===== src/rtl/uart_text_console.sv =====
// Character terminal front end: pops received bytes and writes glyph codes
// into the text video memory, tracking a cursor over a 64x48 grid.
module uart_text_console #(
  parameter int          COLS  = 64,
  parameter int          ROWS  = 48,
  parameter logic [7:0]  BLANK = 8'h20
) (
  input  logic        clk,
  input  logic        reset_n,
  input  logic        rx_valid,
  input  logic [7:0]  rx_data,
  output logic        rx_rd,
  input  logic        mem_ready,
  input  logic        clear_req,
  output logic [11:0] w_addr,
  output logic [7:0]  w_data,
  output logic        w_valid,
  output logic [5:0]  cursor_row,
  output logic [5:0]  cursor_col,
  output logic        busy,
  output logic [15:0] char_count
);

  typedef enum logic [2:0] {
    INIT, IDLE, FETCH, EXEC, CLR_LINE, CLR_SCREEN
  } state_t;

  localparam logic [5:0]  LAST_COL  = 6'(COLS - 1);
  localparam logic [5:0]  LAST_ROW  = 6'(ROWS - 1);
  localparam logic [11:0] LAST_ADDR = 12'(ROWS * COLS - 1);

  state_t      state, state_n;
  logic [7:0]  rx_byte, rx_byte_n;
  logic        pend, pend_n;
  logic [5:0]  row_n, col_n, row_adv;
  logic [11:0] w_addr_n;
  logic [7:0]  w_data_n;
  logic        w_valid_n;
  logic [15:0] count_n;

  function automatic logic printable(input logic [7:0] b);
    return (b >= 8'h20) && (b <= 8'h7E);
  endfunction

  always_comb begin
    row_adv   = (cursor_row == LAST_ROW) ? 6'd0 : cursor_row + 6'd1;
    state_n   = state;
    rx_byte_n = rx_byte;
    pend_n    = pend | clear_req;
    row_n     = cursor_row;
    col_n     = cursor_col;
    w_addr_n  = w_addr;
    w_data_n  = w_data;
    w_valid_n = 1'b0;
    count_n   = char_count;
    unique case (state)
      INIT: if (mem_ready) state_n = CLR_SCREEN;
      IDLE: begin
        if (pend) state_n = CLR_SCREEN;
        else if (rx_valid) state_n = FETCH;
      end
      FETCH: begin
        rx_byte_n = rx_data;
        state_n   = EXEC;
        // write is issued from the raw byte so it lands in the EXEC cycle
        if (printable(rx_data)) begin
          w_valid_n = 1'b1;
          w_addr_n  = {cursor_row, cursor_col};
          w_data_n  = rx_data;
        end else if (rx_data == 8'h08 && cursor_col != 6'd0) begin
          w_valid_n = 1'b1;
          w_addr_n  = {cursor_row, cursor_col - 6'd1};
          w_data_n  = BLANK;
        end
      end
      EXEC: begin
        state_n = IDLE;
        unique case (1'b1)
          printable(rx_byte): begin
            count_n = char_count + 16'd1;
            if (cursor_col != LAST_COL) begin
              col_n = cursor_col + 6'd1;
            end else begin
              col_n   = 6'd0;
              row_n   = row_adv;
              state_n = CLR_LINE;
            end
          end
          rx_byte == 8'h0A: begin
            col_n   = 6'd0;
            row_n   = row_adv;
            state_n = CLR_LINE;
          end
          rx_byte == 8'h0D: col_n = 6'd0;
          rx_byte == 8'h08: begin
            if (cursor_col != 6'd0) col_n = cursor_col - 6'd1;
          end
          rx_byte == 8'h0C: state_n = CLR_SCREEN;
          default: ;
        endcase
      end
      CLR_LINE: begin
        if (w_addr[5:0] == LAST_COL) begin
          state_n = IDLE;
        end else begin
          w_valid_n = 1'b1;
          w_addr_n  = w_addr + 12'd1;
        end
      end
      CLR_SCREEN: begin
        if (w_addr == LAST_ADDR) begin
          state_n = IDLE;
          row_n   = 6'd0;
          col_n   = 6'd0;
          pend_n  = 1'b0;
        end else begin
          w_valid_n = 1'b1;
          w_addr_n  = w_addr + 12'd1;
        end
      end
      default: state_n = INIT;
    endcase
    if (state_n == CLR_LINE && state != CLR_LINE)
      {w_valid_n, w_addr_n, w_data_n} = {1'b1, row_n, 6'd0, BLANK};
    if (state_n == CLR_SCREEN && state != CLR_SCREEN)
      {w_valid_n, w_addr_n, w_data_n} = {1'b1, 12'd0, BLANK};
    if (!mem_ready) begin
      state_n   = INIT;
      w_valid_n = 1'b0;
      row_n     = 6'd0;
      col_n     = 6'd0;
    end
  end

  always_ff @(posedge clk or negedge reset_n) begin
    if (!reset_n) begin
      state      <= INIT;
      rx_byte    <= 8'd0;
      pend       <= 1'b0;
      rx_rd      <= 1'b0;
      w_addr     <= 12'd0;
      w_data     <= 8'd0;
      w_valid    <= 1'b0;
      cursor_row <= 6'd0;
      cursor_col <= 6'd0;
      busy       <= 1'b0;
      char_count <= 16'd0;
    end else begin
      state      <= state_n;
      rx_byte    <= rx_byte_n;
      pend       <= pend_n;
      rx_rd      <= (state_n == FETCH);
      w_addr     <= w_addr_n;
      w_data     <= w_data_n;
      w_valid    <= w_valid_n;
      cursor_row <= row_n;
      cursor_col <= col_n;
      busy       <= (state_n != IDLE);
      char_count <= count_n;
    end
  end

endmodule


===== config.mk =====
export PLATFORM = sky130hd
export DESIGN_NAME = uart_text_console
export DESIGN_NICKNAME = d
export VERILOG_FILES = /design/src/rtl/uart_text_console.sv
export SDC_FILE = /design/constraint.sdc
export NUM_CORES = 1
export LEC_CHECK = 0
export BUFFER_PORTS_ARGS = -buffer_cell sky130_fd_sc_hd__buf_4
export CAP_MARGIN = 15
export CORE_MARGIN = 5
export CORE_UTILIZATION = 40
export CTS_CLUSTER_DIAMETER = 30
export CTS_CLUSTER_SIZE = 8
export DETAILED_ROUTE_END_ITERATION = 7
export GPL_TIMING_DRIVEN = 0
export SYNTH_ARGS = -nofsm -noshare
export SYNTH_HDL_FRONTEND = slang
export SYNTH_SLANG_ARGS = --single-unit

===== constraint.sdc =====
create_clock -name clk -period 3.3 [get_ports clk]
set_clock_uncertainty 0.2 [all_clocks]
set_input_delay 0.99 -clock clk [delete_from_list [all_inputs] [get_ports clk]]
set_output_delay 0.99 -clock clk [all_outputs]
set_load 0.02 [all_outputs]

# [After elaboration in Yosys (flattened, before gate mapping)]
# Cells that the tools add are included.
[word_totals] register_bits=63 inputBits=13 elab_cells=106
[op_classes] n_lt_le_gt_ge=4 n_addsub=5 reduce_logical=15 n_mux=43 n_bitwise=1 eq_ne=27
[ops] operator="12-bit 2-to-1 mux" n=6
[ops] operator="6-bit 2-to-1 mux" n=8
[ops] operator="8-bit by 4-bit equality test with 1-bit output (second input constant)" n=5
[ops] operator="8-bit 2-to-1 mux" n=5
[ops] operator="12-bit case mux with 3 select lines" n=1
[ops] operator="6-bit case mux with 2 select lines" n=3
[ops] operator="3-bit 2-to-1 mux" n=7
[ops] operator="3-bit case mux with 6 select lines" n=1
[ops] operator="6-bit case mux with 3 select lines" n=1
[ops] operator="16-bit by 1-bit adder with 16-bit output (second input constant)" n=1
[ops] operator="8-bit by 6-bit greater-or-equal comparator with 1-bit output (second input constant)" n=2
[ops] operator="8-bit by 7-bit less-or-equal comparator with 1-bit output (second input constant)" n=2
[ops] operator="12-bit by 1-bit adder with 12-bit output (second input constant)" n=1
[ops] operator="6-bit by 1-bit adder with 6-bit output (second input constant)" n=2
[ops] operator="12-bit equality test (second input constant)" n=1
[ops] operator="3-bit equality test (second input constant)" n=4
[ops] operator="6-bit equality test (second input constant)" n=2
[ops] operator="4-bit inequality test (second input constant)" n=3
[ops] operator="5-bit inequality test (second input constant)" n=2
[ops] operator="3-bit by 2-bit equality test with 1-bit output (second input constant)" n=3
[ops] operator="1-bit 2-to-1 mux" n=9
[ops] operator="3-bit inequality test (second input constant)" n=3
[ops] operator="3-bit case mux with 3 select lines" n=1
[ops] operator="4-bit AND reduction" n=2
[ops] operator="14 further kinds" n=20

# [Longest topological paths before layout]
# Gate-level depths: netlist of the first run.
[depth] depth_word=9 ltp_mapped=9

# [Worst setup path after synthesis of the first run]
# No wires, ideal clock.
[synth_timing] path_kind="input to register" startpoint="in rx_data[5]" endpoint="reg w_addr[2]" path_slack_ps=654 n_path_buf=1 arrival_time_ps=2324 setup_time_ps=122 stages=7 cell_sequence="and4_1 > a41oi_2 > o21a_4 > or2_1 > buf_6 > o21ai_2 > a32o_1"
[synth_between] elab_chain_len=6 elab_cells_between_ends=11 cone_classes="order compare (2); eq/ne (2); mux (4); reduce/logical (3)"
[synth_rtl] item="start, declared" line_no="11" text="input logic [7:0] rx_data,"
[synth_rtl] item="8-bit by 6-bit greater-or-equal comparator with 1-bit output / 8-bit by 7-bit less-or-equal comparator with 1-bit output (equally long branches)" line_no="42" text="return (b >= 8'h20) && (b <= 8'h7E);"
[synth_rtl] item="1-bit logical AND" line_no="42"
[synth_rtl] item="12-bit 2-to-1 mux" line_no="66" text="if (printable(rx_data)) begin"
[synth_rtl] item="12-bit case mux with 3 select lines" line_no="56" text="unique case (state)"
[synth_rtl] item="12-bit 2-to-1 mux" line_no="123" text="if (state_n == CLR_LINE && state != CLR_LINE)"
[synth_rtl] item="12-bit 2-to-1 mux" line_no="125" text="if (state_n == CLR_SCREEN && state != CLR_SCREEN)"
[synth_rtl] item="end signal, assigned" line_no="153" text="w_addr <= w_addr_n;"
[synth_rtl] item="end, declared" line_no="15" text="output logic [11:0] w_addr,"
# Several ways; a longest one is shown, not always the timed one.
# A chain may end at the register's enable or synchronous reset.

# [Worst setup path after layout of the first run]
[layout_timing] startpoint="reg w_addr[0]" endpoint="reg w_addr[2]"
[layout_between] elab_chain_len=7 elab_cells_between_ends=20 cone_classes="add/sub (1); eq/ne (7); mux (8); reduce/logical (4)"
[layout_rtl] item="12-bit equality test / 6-bit equality test (equally long branches)" line_no="111, 103"
[layout_rtl] item="3-bit 2-to-1 mux, on equally long branches" line_no="111, 103"
[layout_rtl] item="3-bit case mux with 6 select lines" line_no="56"
[layout_rtl] item="3-bit equality test, on equally long branches" line_no="123, 125"
[layout_rtl] item="1-bit logical AND, on equally long branches" line_no="123, 125"
[layout_rtl] item="5-bit inequality test (no line), or another cell as far along"
[layout_rtl] item="4-bit AND reduction (no line) / 12-bit 2-to-1 mux (equally long branches)"
# Several ways; a longest one is shown, not always the timed one. The select of a mux whose other input is x is not followed.

==> impl_results.md, run 1 <==
- Port Buffers: 62
- Gate Count Post-Synth: 401
- Net Sw Frac: 32.00%
- Startpoint type of the worst setup path: register
- Boundary Pins: 64
- Filler cells: 884
- Drt first pass iters: 6
- Crit-path max FO: 7
- Hold crit path type: reg2reg
- Die Area: 11470 sq um
- Flop2flop setup slack: 500 ps
- Async SR Flop Fraction: 100.0%
- Die Y: between 100 and 150 um
- Fin. Hold Viols: 0
- Final core occ: about half
- # hold bufs at CTS: 0
- P&R area growth vs syn: 21.13%
- First-pass GRT wire length: around 17 mm
- Slew Viols, Final: 0
- DPL Wire Length: between 7 and 8 mm
- Die width: about 110 um
- Initial Util: 41.02%
- Vias in the first global route: about 3300
- Core area: slightly above 9000 sq um
- Start of the worst register-to-register path: w_addr[0]
- Synth Register Bits: 63
- Main synth FF type: dfrtp_1
- Initial antenna violation count: 0
- ANT nets after route: 0
- TritonCTS clock tree: yes
- RSZ-0062 raised after global routing: no
- Clock Path Buffers: 2
- Row count: 35
- Most frequent cells in the layout: buf_4, dfrtp_1, nand2_1
- Hold_sp: char_count[15]
- Most common cell after layout, fill and taps aside: buf_4
- CTS Buf Count: 9
- Synth Net Count: 420
- Final nets: 494
- Sequential share of power: 45.2%
- Largest net degree at the start of global routing: between 60 and 70
- Fin crit period: about 2800 ps
- Lkg Pwr: 2.090 nW
- Final setup TNS: 0 ps
- Post-synthesis sequential area ratio: 41.79%
- Root Driver: clkbuf_8
- Slew @ Worst Pin: 819.1 ps
- Total grt overflow: 0
- Post-DR vias/cell: 5.730
- Synth cell types: 78
- Status: complete, no violations
- Post-synthesis cell area: 3772 sq um
- WHS Path Cells: 1
- Postcts setup bufs: 0
- MaxCap Viol Count: 0
- WL per Instance: 17.23 um
- Power share of the clock group: between 30 and 40%
- Tot GR Track Use: between 15 and 20%
- Final Instance Area: about 4600 sq um
- Post-layout power: about 2 mW
- DRC: 0
- Worst r2r dst: w_addr[2]
- Post-synth EDFFs: 0
- Pwr Density: 442.8 nW/um^2
- CP Capture Type: register
- Fin crit share: approximately 85%
- Post-cts resize count: 0
- Reg clk slew, reported paths: 70 ps
- 1st-iter DRT viols: about 140
- Arr. time, crit path: 2820 ps
- Placed Cells: 575
- WL final: 10.15 mm
- Placed Area: 4384 sq um
- Syn Area/Cell: 9.407 sq um
- GP Congestion: 0.8723
- Slew headroom: 44.62%
- WHS Endpoint: char_count[15]
- CTS H-tree depth: 3
- Max VDD drop: 0.0002938 V
- P_sw: 647.5 uW
- DR vias: 3375
- Worst R2R Path Depth: 9
- Clock sink count: 63
- Ant diodes: 0
- Req. time, crit path: 3320 ps
- Final setup violation count: 0
- Combinational power share: 22.4%
- Synth warn: 0
- Insertion delay to the later sink of the worst-skew pair: 340 ps
- Layout Cells excl Fill: 589
- Setup CP Type: reg2reg
- Cell internal pwr: around 1.4 mW
- Layout cells sized above 1: a little under a quarter
- Fmax: 357.7 MHz
## sequential cells by signal, indices dropped and copies added, names as in the netlist
register,flops
char_count,16
w_addr,12
rx_byte,8
w_data,8
cursor_col,6
cursor_row,6
state,3
busy,1
pend,1
rx_rd,1
w_valid,1
## synthesized netlist by cell type, types with 3 or more instances
master | instances | share of area (%)
nand4_1 | 6 | 1.0
a22oi_1 | 3 | 0.60
a21oi_1 | 24 | 3.2
and3_1 | 8 | 1.3
and2_1 | 5 | 0.83
nand3b_1 | 3 | 0.60
inv_1 | 16 | 1.6
nor3_1 | 11 | 1.5
buf_2 | 5 | 0.66
xnor2_1 | 18 | 4.2
xor2_1 | 9 | 2.1
clkbuf_1 | 9 | 0.90
nor2b_1 | 4 | 0.66
nand2_1 | 40 | 4.0
mux2_2 | 8 | 2.4
ha_1 | 6 | 2.0
nand3_1 | 20 | 2.7
o22ai_1 | 7 | 1.2
o211ai_1 | 4 | 0.80
mux2i_1 | 3 | 0.80
nor2_1 | 27 | 2.7
and4_1 | 4 | 0.93
a22o_1 | 8 | 1.9
o21ai_0 | 15 | 2.0
nor4_1 | 5 | 0.83
dfrtp_1 | 63 | 42
nand2b_1 | 6 | 1.0
## cell type report
type                    count  area [sq um]  share of cell area (%)
plain buffers              17         88.84                   1.944
clock buffers              10         137.6                   3.012
clock inverters             4         47.55                   1.041
inverters                  16         60.06                   1.314
multi-input cells         305          2047                   44.80
flip-flops and latches     63          1577                   34.50
well taps                 111         138.9                   3.039
repair buffers             63         473.0                   10.35
## how the worst max path moves through the flow
stage               start       endpoint  depth (start not counted)
2_1_floorplan  rx_data[5]      w_addr[2]                          7
3_3_place_gp    mem_ready      w_data[0]                          5
3_5_place_dp   rx_data[5]      w_addr[5]                          8
4_1_cts         w_addr[0]      w_addr[5]                          9
5_1_grt         w_addr[0]  cursor_col[3]                          8
6_report        w_addr[0]      w_addr[2]                          9
## worst max-delay path, cell delays in order, from the launching register on
cell	delay, ps
dfrtp_1	450
ha_1	280
and3_1	190
clkbuf_1	150
and3_1	240
o22ai_1	530
or2_1	210
buf_6	130
o21ai_2	50
a32o_1	240
## per-stage QoR
stage | worst slack, ps | hold WS (ps)
6_report | 504.0 | 268.7
5_1_grt | 269.0 | 299.3
4_1_cts | 511.1 | 272.6
3_5_place_dp | 229.8 | 259.3
3_3_place_gp | 98.01 | 262.2
2_1_floorplan | 654.1 | 276.6
## cell families after synthesis
kind of cell | after synthesis | share of synthesized area, %
AO/OA/AOI/OAI | 104 | 20.50
XOR/XNOR | 27 | 6.269
adder cells (fa/ha/maj) | 6 | 1.990
buffers and inverters | 33 | 3.947
flip-flops | 63 | 41.79
multiplexers | 11 | 3.184
AND/OR/NAND/NOR | 157 | 22.32
## routing by layer
layer	share of wire [%]	up-vias	GRT usage [%]	wire length [um]
li1	-	1628	-	-
met1	49	1636	27.13	4984
met2	44	100	27.08	4500
met3	5.3	11	3.191	535
met4	1.3	0	6.758	130
met5	0	-	0	0
## power by group through the flow
stage	logic [mW]	clock network (mW)	registers, mW
2_1_floorplan	0.232	0	0.959
5_1_grt	0.496	0.710	0.926
3_5_place_dp	0.453	0	0.926
3_3_place_gp	0.445	0	0.924
4_1_cts	0.456	0.681	0.912
6_report	0.453	0.655	0.915
No activity file was read; power rests on OpenSTA's default activity.
==> run 2, diff against run 1 <==
==> constraint.sdc (replaced) <==
create_clock -name clk -period 2.6 [get_ports clk]
set_clock_uncertainty 0.2 [all_clocks]
set_input_delay 0.78 -clock clk [delete_from_list [all_inputs] [get_ports clk]]
set_output_delay 0.78 -clock clk [all_outputs]
set_load 0.02 [all_outputs]
==> run 2 against run 1 <==
  * Combinational power is 32% higher
  * Cell count is 2.2% higher
  * Utilization is 1.6 points higher
  * Global-route usage is 0.19 points higher
  * Largest power group unchanged
  * Design area is 3.3% higher
  * Critical endpoint is now w_addr[9]
  * Hold slack better by 0.67 ps
  * Sequential cell count stayed put
==> impl_results.md, run 2 (same netlist as run 1, synthesis figures left out) <==
- Hold_sp: char_count[15]
- Post-DR vias/cell: 5.759 (+0.51%)
- DR vias: 3467 (+2.7%)
- Met2 wire len: 4.865 mm (+8.1%)
- Clock Path Buffers: 2 (unchanged)
- Die width: 107.1 um (unchanged)
- Drt first pass iters: 5 (-1)
- Status: complete, no violations
- Max Used Layer: met4
- P&R area growth vs syn: 25.14%
- Clock sink count: 63 (unchanged)
- Insertion delay to the later sink of the worst-skew pair: 340 ps (about the same)
- Final setup TNS: 0 ps (unchanged)
- Core area: 9196 sq um (unchanged)
- Pwr Density: 550.1 nW/um^2 (+24%)
- Largest Register: char_count
- MaxCap Viol Count: 0 (unchanged)
- Ant diodes: 0 (unchanged)
- First-pass GRT wire length: 17.16 mm (+1.1%)
- Largest net degree at the start of global routing: 64 (unchanged)
- Fmax: 394.1 MHz (+10%)
- Fin Hold WS: 269.4 ps (+0.6660 ps)
- Row count: 35 (unchanged)
- Fin. Hold Viols: 0 (unchanged)
- Met3 routed WL: 587 um (+9.7%)
- Start of the worst register-to-register path: cursor_col[0]
- CTS Buf Count: 9 (unchanged)
- Max VDD drop: 0.0003761 V (+28%)
- Final core occ: 51.33% (+1.6 points)
- Tot GR Track Use: 18.66% (+0.19 points)
- Lkg Pwr: 2.172 nW (+3.9%)
- Initial antenna violation count: 0 (unchanged)
- Placed Area: 4384 sq um (unchanged)
- DRC: 0 (unchanged)
- WL final: 10.65 mm (+4.9%)
- TritonCTS clock tree: yes
- Fin crit share: 97.59% (+13 points)
- ANT nets after route: 0 (unchanged)
- CP Capture Type: register
- Most frequent cells in the layout: buf_4, dfrtp_1, nand2_1
- Hold crit path type: reg2reg
- Final worst setup slack: 62.73 ps (-441.3 ps)
- Max reg flops: 16 (unchanged)
- Reg clk slew, reported paths: 80 ps (about the same)
- 1st-iter DRT viols: 113 (-22%)
- Port Buffers: 62 (unchanged)
- Most common cell after layout, fill and taps aside: buf_4
- Total grt overflow: 0 (unchanged)
- RSZ-0062 raised after global routing: yes
- Layout Cells excl Fill: 602 (+2.2%)
- Filler cells: 871 (-1.5%)
- Die Area: 11470 sq um (unchanged)
- Final nets: 507 (+2.6%)
- Final setup violation count: 0 (unchanged)
- Slew Viols, Final: 0 (unchanged)
- Metal1 wirelength: 5.032 mm (+0.96%)
- DPL Wire Length: 7.386 mm (unchanged)
- Crit-path max FO: 6 (-1)
- Initial Util: 41.02% (unchanged)
- WL per Instance: 17.68 um (+2.6%)
- Vias in the first global route: 3324 (+1.4%)
- Post-Place Worst Slack: -260.2 ps (-490.0 ps)
- Setup CP Type: reg2reg
- Layout cells sized above 1: 28.11% (+4.7 points)
- GP Congestion: 0.8723 (unchanged)
- Slew @ Worst Pin: 811.5 ps (-7.580 ps)
- Fin crit period: 2537 ps (-258.7 ps)
- Die Y: 107.1 um (unchanged)
- Req. time, crit path: 2630 ps (-690 ps)
- Final Instance Area: 4721 sq um (+3.3%)
- Arr. time, crit path: 2560 ps (-260 ps)
- Largest regs: char_count: 16 flops, w_addr: 12 flops
- CTS H-tree depth: 3 (unchanged)
- Boundary Pins: 64 (unchanged)
- Root Driver: clkbuf_8
- Post-layout power: 2.597 mW (+28%)
- Startpoint type of the worst setup path: register
- Slew headroom: 45.90% (+1.3 points)
- Worst setup startpoint: cursor_col[0]
- Placed Cells: 575 (unchanged)
[run 2: cell count changes in the layout (fill, tap and decap cells not counted), moves of 2 or more]
cell	before	now
dfrtp_2	0	3
clkbuf_1	9	7
buf_4	64	77
inv_1	16	14
dfrtp_1	63	60
[run 2: final timing paths]
path                                  end  slack (ps)  cells past startpoint
setup / recovery                w_addr[9]          60                      8
hold / removal             char_count[15]         270                      1
max in group asynchronous       w_addr[0]        1290                      1
hold reg to reg            char_count[15]         270                      1
setup reg to reg                w_addr[9]          60                      8
min in group asynchronous       w_data[2]         330                      1
[run 2: cell type report]
cell class / instances / area, sq um / area share (%)
tap: 111 / 138.9 / 2.942
timing repair buffer: 77 / 578.1 / 12.24
buffer: 16 / 92.59 / 1.961
clock inverter: 4 / 47.55 / 1.007
inverter: 16 / 62.56 / 1.325
multi-input combinational: 305 / 2083 / 44.13
clock buffer: 10 / 137.6 / 2.915
sequential: 63 / 1580 / 33.47
[run 2: repair_timing]
item / CTS / global route
hold endpoints to repair: 0 / 0
pin swaps: 1 / 3
endpoints found under the setup margin: 17 / 21
resized for setup: 9 / 9
hold buffers: 0 / 0
setup buffers: 1 / 13
[run 2: worst max-delay path: stages, from the launching register on]
cell and delay, ps:
dfrtp_2 470, inv_4 90, ha_1 130, or4b_4 480, o211a_1 230, o21a_4 220
nor2_4 190, a211oi_1 70, a311o_1 340
[run 2: routing by layer]
layer | track usage (%) | vias to the layer above
met4 | 6.941 | 0
li1 | - | 1649
met5 | 0 | -
met3 | 3.733 | 13
met2 | 27.84 | 105
met1 | 26.65 | 1700
[run 2: where the power goes]
part,internal (mW),leakage [nW],switching [mW]
registers,1.05,0.836,0.111
clock network,0.455,0.0940,0.380
logic,0.254,1.24,0.344
total,1.76,2.17,0.836
